## config.mk

```make
export PLATFORM = sky130hd
export DESIGN_NAME = medidor_periodo_param
export DESIGN_NICKNAME = d
export VERILOG_FILES = /design/src/rtl/medidor_periodo_param.sv
export SDC_FILE = /design/constraint.sdc
export NUM_CORES = 1
export LEC_CHECK = 0
export ABC_AREA = 1
export CAP_MARGIN = 10
export CORE_ASPECT_RATIO = 1.2
export CORE_MARGIN = 1.5
export CORE_UTILIZATION = 57
export DETAILED_ROUTE_END_ITERATION = 7
export PLACE_DENSITY = 0.79
export SYNTH_ARGS = -nofsm -noshare
export SYNTH_HDL_FRONTEND = slang
export SYNTH_SLANG_ARGS = --single-unit
```

## constraint.sdc

```tcl
create_clock -name clock -period 3.9 [get_ports clock]
set_input_delay 0.39 -clock clock [delete_from_list [all_inputs] [get_ports clock]]
set_output_delay 0.39 -clock clock [all_outputs]
set_load 0.02 [all_outputs]
```

## src/rtl/medidor_periodo_param.sv

```systemverilog
// Measures period, high time and low time of an asynchronous input, in clock cycles.
// Latency: edges seen SYNC_STAGES+1 cycles after the input; results registered on the closing rise.
// Backpressure: none; valido is a one-cycle strobe and results hold until the next one.
module medidor_periodo_param #(
    parameter int WIDTH       = 12,
    parameter int TW          = 16,
    parameter int CLK_PERIOD  = 10,
    parameter int SYNC_STAGES = 2
) (
    input  logic             clock,
    input  logic             reset,
    input  logic             sinal,
    input  logic             enable,
    input  logic             estouro_clr,
    output logic [WIDTH-1:0] quant_clocks,
    output logic [WIDTH-1:0] tempo_alto,
    output logic [WIDTH-1:0] tempo_baixo,
    output logic [TW-1:0]    tempocontado,
    output logic             valido,
    output logic             estouro
);

    localparam int PW = WIDTH + 8;
    localparam logic [WIDTH-1:0] CNT_MAX  = '1;
    localparam logic [WIDTH-1:0] CNT_ONE  = WIDTH'(1);
    localparam logic [WIDTH-1:0] CNT_NEAR = CNT_MAX - CNT_ONE;

    typedef enum logic [1:0] {
        ESPERA,
        ALTO,
        BAIXO
    } estado_t;

    estado_t state_q, state_d;

    logic [SYNC_STAGES-1:0] sync_q;
    logic                   s_sync;
    logic                   s_prev;
    logic                   rise;
    logic                   fall;

    logic [WIDTH-1:0] cnt_per, cnt_alto, cnt_baixo, hold_alto;
    logic [WIDTH-1:0] per_d, alto_d, baixo_d, hold_d;
    logic             publish;
    logic             sat_evt;

    logic [PW-1:0] prod;
    logic [TW-1:0] scaled;

    function automatic logic [WIDTH-1:0] sat_inc(input logic [WIDTH-1:0] v);
        return (v == CNT_MAX) ? v : v + CNT_ONE;
    endfunction

    // True when this increment is the one that lands on the maximum.
    function automatic logic hits_max(input logic [WIDTH-1:0] v);
        return v == CNT_NEAR;
    endfunction

    always_ff @(posedge clock or posedge reset) begin
        if (reset) begin
            sync_q <= '0;
            s_prev <= 1'b0;
        end else begin
            sync_q <= {sync_q[SYNC_STAGES-2:0], sinal};
            s_prev <= s_sync;
        end
    end

    assign s_sync = sync_q[SYNC_STAGES-1];
    assign rise   = s_sync & ~s_prev;
    assign fall   = ~s_sync & s_prev;

    always_ff @(posedge clock or posedge reset) begin
        if (reset) begin
            state_q   <= ESPERA;
            cnt_per   <= '0;
            cnt_alto  <= '0;
            cnt_baixo <= '0;
            hold_alto <= '0;
        end else begin
            state_q   <= state_d;
            cnt_per   <= per_d;
            cnt_alto  <= alto_d;
            cnt_baixo <= baixo_d;
            hold_alto <= hold_d;
        end
    end

    always_comb begin
        state_d = state_q;
        per_d   = cnt_per;
        alto_d  = cnt_alto;
        baixo_d = cnt_baixo;
        hold_d  = hold_alto;
        publish = 1'b0;
        sat_evt = 1'b0;
        if (!enable) begin
            state_d = ESPERA;
            per_d   = '0;
            alto_d  = '0;
            baixo_d = '0;
            hold_d  = '0;
        end else begin
            case (state_q)
                ESPERA: begin
                    // The partial period before the first rise is discarded.
                    if (rise) begin
                        state_d = ALTO;
                        per_d   = CNT_ONE;
                        alto_d  = CNT_ONE;
                    end
                end
                ALTO: begin
                    if (fall) begin
                        state_d = BAIXO;
                        hold_d  = cnt_alto;
                        per_d   = sat_inc(cnt_per);
                        baixo_d = CNT_ONE;
                        sat_evt = hits_max(cnt_per);
                    end else begin
                        per_d   = sat_inc(cnt_per);
                        alto_d  = sat_inc(cnt_alto);
                        sat_evt = hits_max(cnt_per) | hits_max(cnt_alto);
                    end
                end
                BAIXO: begin
                    if (rise) begin
                        publish = 1'b1;
                        state_d = ALTO;
                        per_d   = CNT_ONE;
                        alto_d  = CNT_ONE;
                    end else begin
                        per_d   = sat_inc(cnt_per);
                        baixo_d = sat_inc(cnt_baixo);
                        sat_evt = hits_max(cnt_per) | hits_max(cnt_baixo);
                    end
                end
                default: state_d = ESPERA;
            endcase
        end
    end

    assign prod = PW'(cnt_per) * PW'(CLK_PERIOD);

    generate
        if (TW < PW) begin : g_clamp
            localparam logic [PW-1:0] T_MAX = PW'({TW{1'b1}});
            assign scaled = (prod > T_MAX) ? {TW{1'b1}} : prod[TW-1:0];
        end else begin : g_wide
            assign scaled = TW'(prod);
        end
    endgenerate

    always_ff @(posedge clock or posedge reset) begin
        if (reset) begin
            quant_clocks <= '0;
            tempo_alto   <= '0;
            tempo_baixo  <= '0;
            tempocontado <= '0;
            valido       <= 1'b0;
            estouro      <= 1'b0;
        end else begin
            valido <= publish;
            if (publish) begin
                quant_clocks <= cnt_per;
                tempo_alto   <= hold_alto;
                tempo_baixo  <= cnt_baixo;
                tempocontado <= scaled;
            end
            // A new saturation outranks a simultaneous clear.
            if (sat_evt) begin
                estouro <= 1'b1;
            end else if (estouro_clr) begin
                estouro <= 1'b0;
            end
        end
    end

endmodule

```

==> results of run 1 <==
[worst min path at each step]
stage                          end  slack, ps                 from
2_1_floorplan  sync_q[1]$_DFF_PP0_        330  sync_q[0]$_DFF_PP0_
3_3_place_gp   sync_q[1]$_DFF_PP0_        330  sync_q[0]$_DFF_PP0_
3_5_place_dp   sync_q[1]$_DFF_PP0_        340  sync_q[0]$_DFF_PP0_
4_1_cts        sync_q[1]$_DFF_PP0_        360  sync_q[0]$_DFF_PP0_
5_1_grt        sync_q[1]$_DFF_PP0_        360  sync_q[0]$_DFF_PP0_
6_report       sync_q[1]$_DFF_PP0_        360  sync_q[0]$_DFF_PP0_
[cell type report]
type	instances	area share [%]
clock buffer	10	3.58
clock inverter	6	1.39
inverter	98	5.59
multi-input combinational	508	39.0
sequential	104	39.0
tap	123	2.31
timing repair buffer	60	9.08
[cells by family after synthesis]
family / after synthesis / synth area share [%]
buffers and inverters: 120 / 8.83
flip-flops: 104 / 45.6
adder cells (fa/ha/maj): 31 / 6.93
AO/OA/AOI/OAI: 110 / 10.5
other: 1 / 0.0657
AND/OR/NAND/NOR: 359 / 27.1
XOR/XNOR: 7 / 1.07
[cell usage after synthesis, drive strengths merged, types with 2 or more instances]
master  number
nor3         6
a21oi       15
dfrtp      104
xor2         5
nand3b       4
nor2        70
ha          30
o22ai       11
nand3       49
nand4       13
clkbuf       7
buf         15
a22oi        2
o21bai       2
xnor2        2
nand2      215
o21ai       77
inv         98
[worst max-delay path: stages, from the launching register on]
cell                      delay, ps
sky130_fd_sc_hd__dfrtp_1        400
sky130_fd_sc_hd__inv_1          130
sky130_fd_sc_hd__ha_1           320
sky130_fd_sc_hd__nand2_2        170
sky130_fd_sc_hd__nor2_4         100
sky130_fd_sc_hd__inv_4          540
sky130_fd_sc_hd__nand3_2        120
sky130_fd_sc_hd__nor2_2         480
sky130_fd_sc_hd__inv_2          200
sky130_fd_sc_hd__nand2_1        100
sky130_fd_sc_hd__o21ai_0         70
[registers in the layout (all words and copies together), names as in the netlist, 2 cells and up]
| name | flops |
|---|---|
| cnt_alto | 12 |
| tempocontado | 13 |
| state_q | 2 |
| quant_clocks | 12 |
| tempo_baixo | 12 |
| tempo_alto | 12 |
| cnt_per | 12 |
| hold_alto | 12 |
| cnt_baixo | 12 |
| sync_q | 2 |
[power by group through the flow]
stage               sequential [W]  clock, W  combinational [W]
CTS                        0.00117   0.00101           0.000400
finish                     0.00117  0.000997           0.000397
floorplan                  0.00121         0           0.000246
global route               0.00118   0.00105           0.000443
global placement           0.00119         0           0.000387
detailed placement         0.00119         0           0.000396
[routing by layer]
| metal | up-vias | global-route usage, % | part of all wire [%] |
|---|---|---|---|
| met2 | 139 | 44.7 | 51 |
| li1 | 2442 | - | - |
| met5 | - | 0 | 0 |
| met1 | 2344 | 33.1 | 42 |
| met3 | 19 | 4.07 | 4.6 |
| met4 | 0 | 9.55 | 1.8 |
[stage by stage]
step	setup slack [ps]	power, W	cell area, um2	util [%]
finish	1100	0.00256	6670	69.4
global route	771	0.00267	6670	69.4
CTS	1050	0.00258	6670	69.4
global placement	1100	0.00157	6340	65.9
floorplan	778	0.00146	5710	-
detailed placement	1060	0.00159	6340	65.9
==> run_results.csv, run 1 <==
group,metric,value,unit
run_status,run_status,"finished, final reports clean",
setup_path,slack_of_the_worst_reg_to_reg_path,1100,ps
sta,fin_crit_sh,71.9,%
synth,yosys.cell_types.count,37,
floorplan,floorplan.die.width,94.4,um
sta,slew_violations,0,
clock_network,htree_levels,3,
synth,syn-mean-instance-area,7.80,um2
floorplan,core,0.00961,mm2
power_and_ir_drop,cellLeakagePower,3.19,nW
floorplan,area_of_the_die,0.0106,mm2
flow_run,max_cap_violations,0,
floorplan,initial_utilization,59.4,%
global_route,gr-total-overflow,0,
sta,worst_slew_margin,47.1,%
sta,rsz0062_at_grt,"no",
clock_network,cts.hold.buffers_added,0,
global_route,track_usage,26.1,%
hold_path,worst_hold_path.num_cells,0,
drt,initialDrtViolationCount,214,
layout,antenna-diode-count,0,
layout,commonest_non_fill_non_tap_cells_in_the_layout,"210 x sky130_fd_sc_hd__nand2_1, 104 x sky130_fd_sc_hd__dfrtp_1, 92 x sky130_fd_sc_hd__inv_1, 63 x sky130_fd_sc_hd__o21ai_0, 61 x sky130_fd_sc_hd__nor2_1",
power_and_ir_drop,clock_power_share,38.9,%
floorplan,rows,39,
setup_path,critical_path.startpoint_type,"register",
layout,final_net_count,817,
power_and_ir_drop,seq_power_share,45.6,%
setup_path,crit_start,"state_q[0]$_DFFE_PP0P_",
hold_path,worst_hold_path_type,"reg -> reg",
sta,max_clock_freq,357,MHz
drt,post_drt_wl_per_cell,14.5,um
clock_network,clock_sinks,104,
placed_design,total_half_perimeter_wirelength_after_legalization_and_detailed_placement,9.48,mm
setup_path,worst-endpoint-arrival,3040,ps
setup_path,r2r_cells,10,
clock_network,clock_latency_at_the_later_pin_of_the_worst_skew_pair,350,ps
setup_path,crit_end,"cnt_baixo[8]$_DFFE_PP0P_",
placed_design,place.gp.congestion,0.950,
global_route,pin_count_of_the_biggest_net_entering_global_routing,90,
power_and_ir_drop,swShare,28.0,%
setup_path,required,4130,ps
synth,asyncSetResetFlopFracSynth,100,%
synth,synth_seq_cells,104,
clock_network,postCtsSetupRepairBufs,0,
floorplan,dieHeight,113,um
sta,final-setup-viol-count,0,
synth,ys_warn_count,0,
layout,layoutNonFillerInstCount,909,
sta,final_hold_viol_count,0,
floorplan,top_level_ports,59,
layout,drive_gt1_share,5.85,%
setup_path,critical_path.reg2reg.startpoint,"state_q[0]$_DFFE_PP0P_",
power_and_ir_drop,maximum_ir_drop_on_the_vdd_rail,0.258,mV
setup_path,worstPathMaxFanout,89,
drt,postRouteWirelength,13.1,mm
synth,synthFlopType,"sky130_fd_sc_hd__dfrtp_1",
clock_network,cts_buffer_depth,2,
drt,drt.antenna.violating_nets,0,
power_and_ir_drop,power.net_switching,0.000718,W
layout,multiInputGateArea,0.00260,mm2
setup_path,worstReg2RegEnd,"cnt_baixo[8]$_DFFE_PP0P_",
synth,syn_nets,768,
clock_network,tritoncts.num_buffers,9,
clock_network,clk_pin_slew_worst_paths,70,ps
setup_path,setup.worst_path.class,"reg -> reg",
drt,vias_per_cell,5.44,
global_route,grt_first_pass_wirelength,21.9,mm
layout,area.sequential,0.00260,mm2
synth,syn-cell-area,0.00571,mm2
drt,drt-pass1-iter-count,5,
synth,netlist_top_cells_area,"sky130_fd_sc_hd__dfrtp_1 46%, sky130_fd_sc_hd__nand2_1 14%, sky130_fd_sc_hd__ha_1 6.6%, sky130_fd_sc_hd__inv_1 6.1%, sky130_fd_sc_hd__o21ai_0 5.5%",
layout,relative_area_change_from_synthesis_to_final_layout,16.8,%
power_and_ir_drop,power_density,385,mW/mm2
sta,fin_skew,5.45,ps
sta,post-route-min-period,2800,ps
power_and_ir_drop,combinationalPowerShare,15.5,%
synth,netlist.area_leader.share,45.6,%
synth,number_of_synthesized_flops_with_an_enable_pin,0,
placed_design,post-place-cells,893,
clock_network,cts.root.buffer_cell,"sky130_fd_sc_hd__clkbuf_16",
global_route,grt_antenna_before_repair,0,
synth,post_synth_inst_count,732,
setup_path,endpoint_kind,"register",
drt,via_count,4944,
sta,hold_ws,357,ps
clock_network,cts_tree,"done",
layout,commonest_non_fill_non_tap_cell_in_the_layout,"sky130_fd_sc_hd__nand2_1",
placed_design,place.port_buffers,57,
global_route,grt_pass1_vias,4667,
drt,remaining_design_rule_violation_count,0,
synth,synth.yosys.seq_area_share,45.6,%
sta,timing_worst_slew_pin_value,793,ps
power_and_ir_drop,p_int,0.00185,W
synth,synth_area_leader_cell,"sky130_fd_sc_hd__dfrtp_1",
clock_network,ctsResizeCount,0,
layout,n_fill_cell,761,
sta,timing.setup.tns,0,ps
(Power assumes the default switching activity.)
==> run 2, diff against run 1 <==
--- a/config.mk
+++ b/config.mk
@@ -9,9 +9,9 @@
 export CAP_MARGIN = 10
 export CORE_ASPECT_RATIO = 1.2
 export CORE_MARGIN = 1.5
-export CORE_UTILIZATION = 57
+export CORE_UTILIZATION = 52
 export DETAILED_ROUTE_END_ITERATION = 7
-export PLACE_DENSITY = 0.79
+export PLACE_DENSITY = 0.76
 export SYNTH_ARGS = -nofsm -noshare
 export SYNTH_HDL_FRONTEND = slang
 export SYNTH_SLANG_ARGS = --single-unit
==> constraint.sdc (replaced) <==
create_clock -name clock -period 2.4 [get_ports clock]
set_input_delay 0.24 -clock clock [delete_from_list [all_inputs] [get_ports clock]]
set_output_delay 0.24 -clock clock [all_outputs]
set_load 0.02 [all_outputs]
==> run_results.csv, run 2 (synthesized netlist as in run 1, its figures left out) <==
group,metric,value,unit
run_status,run_status,"complete, but fails checks",
run_status,violations_in_the_final_reports,"design-rule violations",
clock_network,clk_pin_slew_worst_paths,70,ps
sta,timing_worst_slew_pin_value,531,ps
hold_path,worst_hold_path_type,"in -> reg",
power_and_ir_drop,maximum_ir_drop_on_the_vdd_rail,0.352,mV
placed_design,total_half_perimeter_wirelength_after_legalization_and_detailed_placement,9.60,mm
placed_design,place.port_buffers,57,
clock_network,ctsResizeCount,0,
power_and_ir_drop,cellLeakagePower,3.23,nW
layout,area.sequential,0.00260,mm2
clock_network,cts.hold.buffers_added,0,
drt,drt.antenna.violating_nets,0,
sta,max_clock_freq,458,MHz
setup_path,crit_start,"cnt_per[3]$_DFFE_PP0P_",
drt,detailroute.wirelength.met3,430,um
drt,vias_per_cell,5.42,
drt,initialDrtViolationCount,337,
floorplan,dieHeight,118,um
clock_network,cts_buffer_depth,2,
layout,drive_gt1_share,6.31,%
sta,final_hold_viol_count,0,
sta,fin_crit_sh,91.0,%
global_route,grt_first_pass_wirelength,22.8,mm
drt,via_count,4991,
placed_design,place.gp.congestion,0.940,
drt,topRoutingLayerUsed,"met4",
layout,commonest_non_fill_non_tap_cells_in_the_layout,"210 x sky130_fd_sc_hd__nand2_1, 104 x sky130_fd_sc_hd__dfrtp_1, 92 x sky130_fd_sc_hd__inv_1, 63 x sky130_fd_sc_hd__o21ai_0, 61 x sky130_fd_sc_hd__nor2_1",
clock_network,clock_sinks,104,
flow_run,max_cap_violations,0,
drt,post_drt_wl_per_cell,14.4,um
setup_path,critical_path.startpoint_type,"register",
sta,fin_skew,7.68,ps
global_route,track_usage,24.1,%
drt,remaining_design_rule_violation_count,6,
drt,wirelength_met1,5.47,mm
layout,antenna-diode-count,0,
sta,slew_violations,0,
drt,postRouteWirelength,13.2,mm
global_route,grt_antenna_before_repair,0,
clock_network,cts.root.buffer_cell,"sky130_fd_sc_hd__clkbuf_16",
clock_network,htree_levels,3,
global_route,pin_count_of_the_biggest_net_entering_global_routing,105,
floorplan,initial_utilization,53.8,%
floorplan,core,0.0106,mm2
clock_network,cts_tree,"done",
setup_path,worstPathMaxFanout,6,
layout,registers.top_by_ff_count,"tempocontado",
layout,final_net_count,824,
setup_path,endpoint_kind,"register",
sta,final-setup-viol-count,0,
global_route,gr-total-overflow,0,
clock_network,postCtsSetupRepairBufs,0,
floorplan,floorplan.die.width,98.7,um
layout,multiInputGateArea,0.00260,mm2
floorplan,area_of_the_die,0.0116,mm2
placed_design,preCtsSetupSlack,251,ps
setup_path,worst-endpoint-arrival,2420,ps
floorplan,rows,41,
sta,timing.setup.tns,0,ps
sta,post-route-min-period,2180,ps
setup_path,setup.worst_path.class,"reg -> reg",
layout,largest_reg_flops,13,
sta,setup_slack,216,ps
floorplan,top_level_ports,59,
clock_network,tritoncts.num_buffers,9,
setup_path,critical_path.reg2reg.startpoint,"cnt_per[3]$_DFFE_PP0P_",
drt,route.met2.wl,7.03,mm
layout,commonest_non_fill_non_tap_cell_in_the_layout,"sky130_fd_sc_hd__nand2_1",
layout,relative_area_change_from_synthesis_to_final_layout,18.2,%
sta,worst_slew_margin,64.5,%
setup_path,required,2640,ps
drt,drt-pass1-iter-count,7,
layout,n_fill_cell,911,
clock_network,clock_latency_at_the_later_pin_of_the_worst_skew_pair,340,ps
sta,rsz0062_at_grt,"no",
global_route,grt_pass1_vias,5057,
hold_path,min_from,"sinal",
power_and_ir_drop,power_density,625,mW/mm2
run 2: cell count changes in the layout (fill, tap and decap cells not counted), sizes merged:
cell | previous run | this run
buf | 3 | 10
clkbuf | 10 | 12
clkinv | 2 | 0
bufinv | 2 | 3
clkinvlp | 2 | 1
inv | 98 | 97
run 2: routing by layer:
layer / GRT usage (%) / vias up
met2: 43.7 / 123
met5: 0 / -
met4: 10.3 / 0
met3: 3.38 / 23
li1: - / 2446
met1: 28.1 / 2399
run 2: critical path, stage by stage, from the launching register on:
cell and delay, ps:
sky130_fd_sc_hd__dfrtp_1 440, sky130_fd_sc_hd__ha_1 300, sky130_fd_sc_hd__ha_1 210, sky130_fd_sc_hd__inv_1 90, sky130_fd_sc_hd__fa_1 410, sky130_fd_sc_hd__inv_1 90
sky130_fd_sc_hd__nand3_1 70, sky130_fd_sc_hd__nand2_1 130, sky130_fd_sc_hd__nand3_1 110, sky130_fd_sc_hd__nand2_1 80, sky130_fd_sc_hd__nand2_1 40, sky130_fd_sc_hd__nand3_1 60
sky130_fd_sc_hd__nand2_1 50
run 2: through the flow:
| stage | cell area, um2 | std cells | utilization [%] | hold WS [ps] | total power (W) |
|---|---|---|---|---|---|
| finish | 6750 | 921 | 63.5 | 328 | 0.00421 |
| global route | 6750 | 921 | 63.5 | 334 | 0.00438 |
| CTS | 6750 | 921 | 63.5 | 323 | 0.00424 |
| detailed placement | 6410 | 906 | 60.4 | 350 | 0.00259 |
| global placement | 6410 | 906 | 60.4 | 347 | 0.00257 |
| floorplan | 5710 | 732 | - | 271 | 0.00237 |
run 2: final cells by class:
type | count | area share (%)
well taps | 129 | 2.39
repair buffers | 67 | 9.94
inverters | 98 | 5.54
multi-input cells | 508 | 38.6
clock inverters | 3 | 1.34
flip-flops and latches | 104 | 38.6
clock buffers | 12 | 3.65
run 2: path summary, 6_finish.rpt:
path	to	slack (ps)	cells after the start
min reg2reg	sync_q[1]$_DFF_PP0_	360	0
min in group asynchronous	tempo_baixo[2]$_DFFE_PP0P_	410	3
min	sync_q[0]$_DFF_PP0_	330	1
max in group asynchronous	cnt_per[7]$_DFFE_PP0P_	1610	3
max reg2reg	tempocontado[12]$_DFFE_PP0P_	220	12
max	tempocontado[12]$_DFFE_PP0P_	220	12
run 2: where the power goes:
part           internal [W]  total [W]  switching, W  leakage (nW)
clock               0.00104    0.00166      0.000618         0.163
combinational      0.000234   0.000658      0.000423          1.63
sequential          0.00183    0.00190     0.0000654          1.43
total               0.00311    0.00421       0.00111          3.23
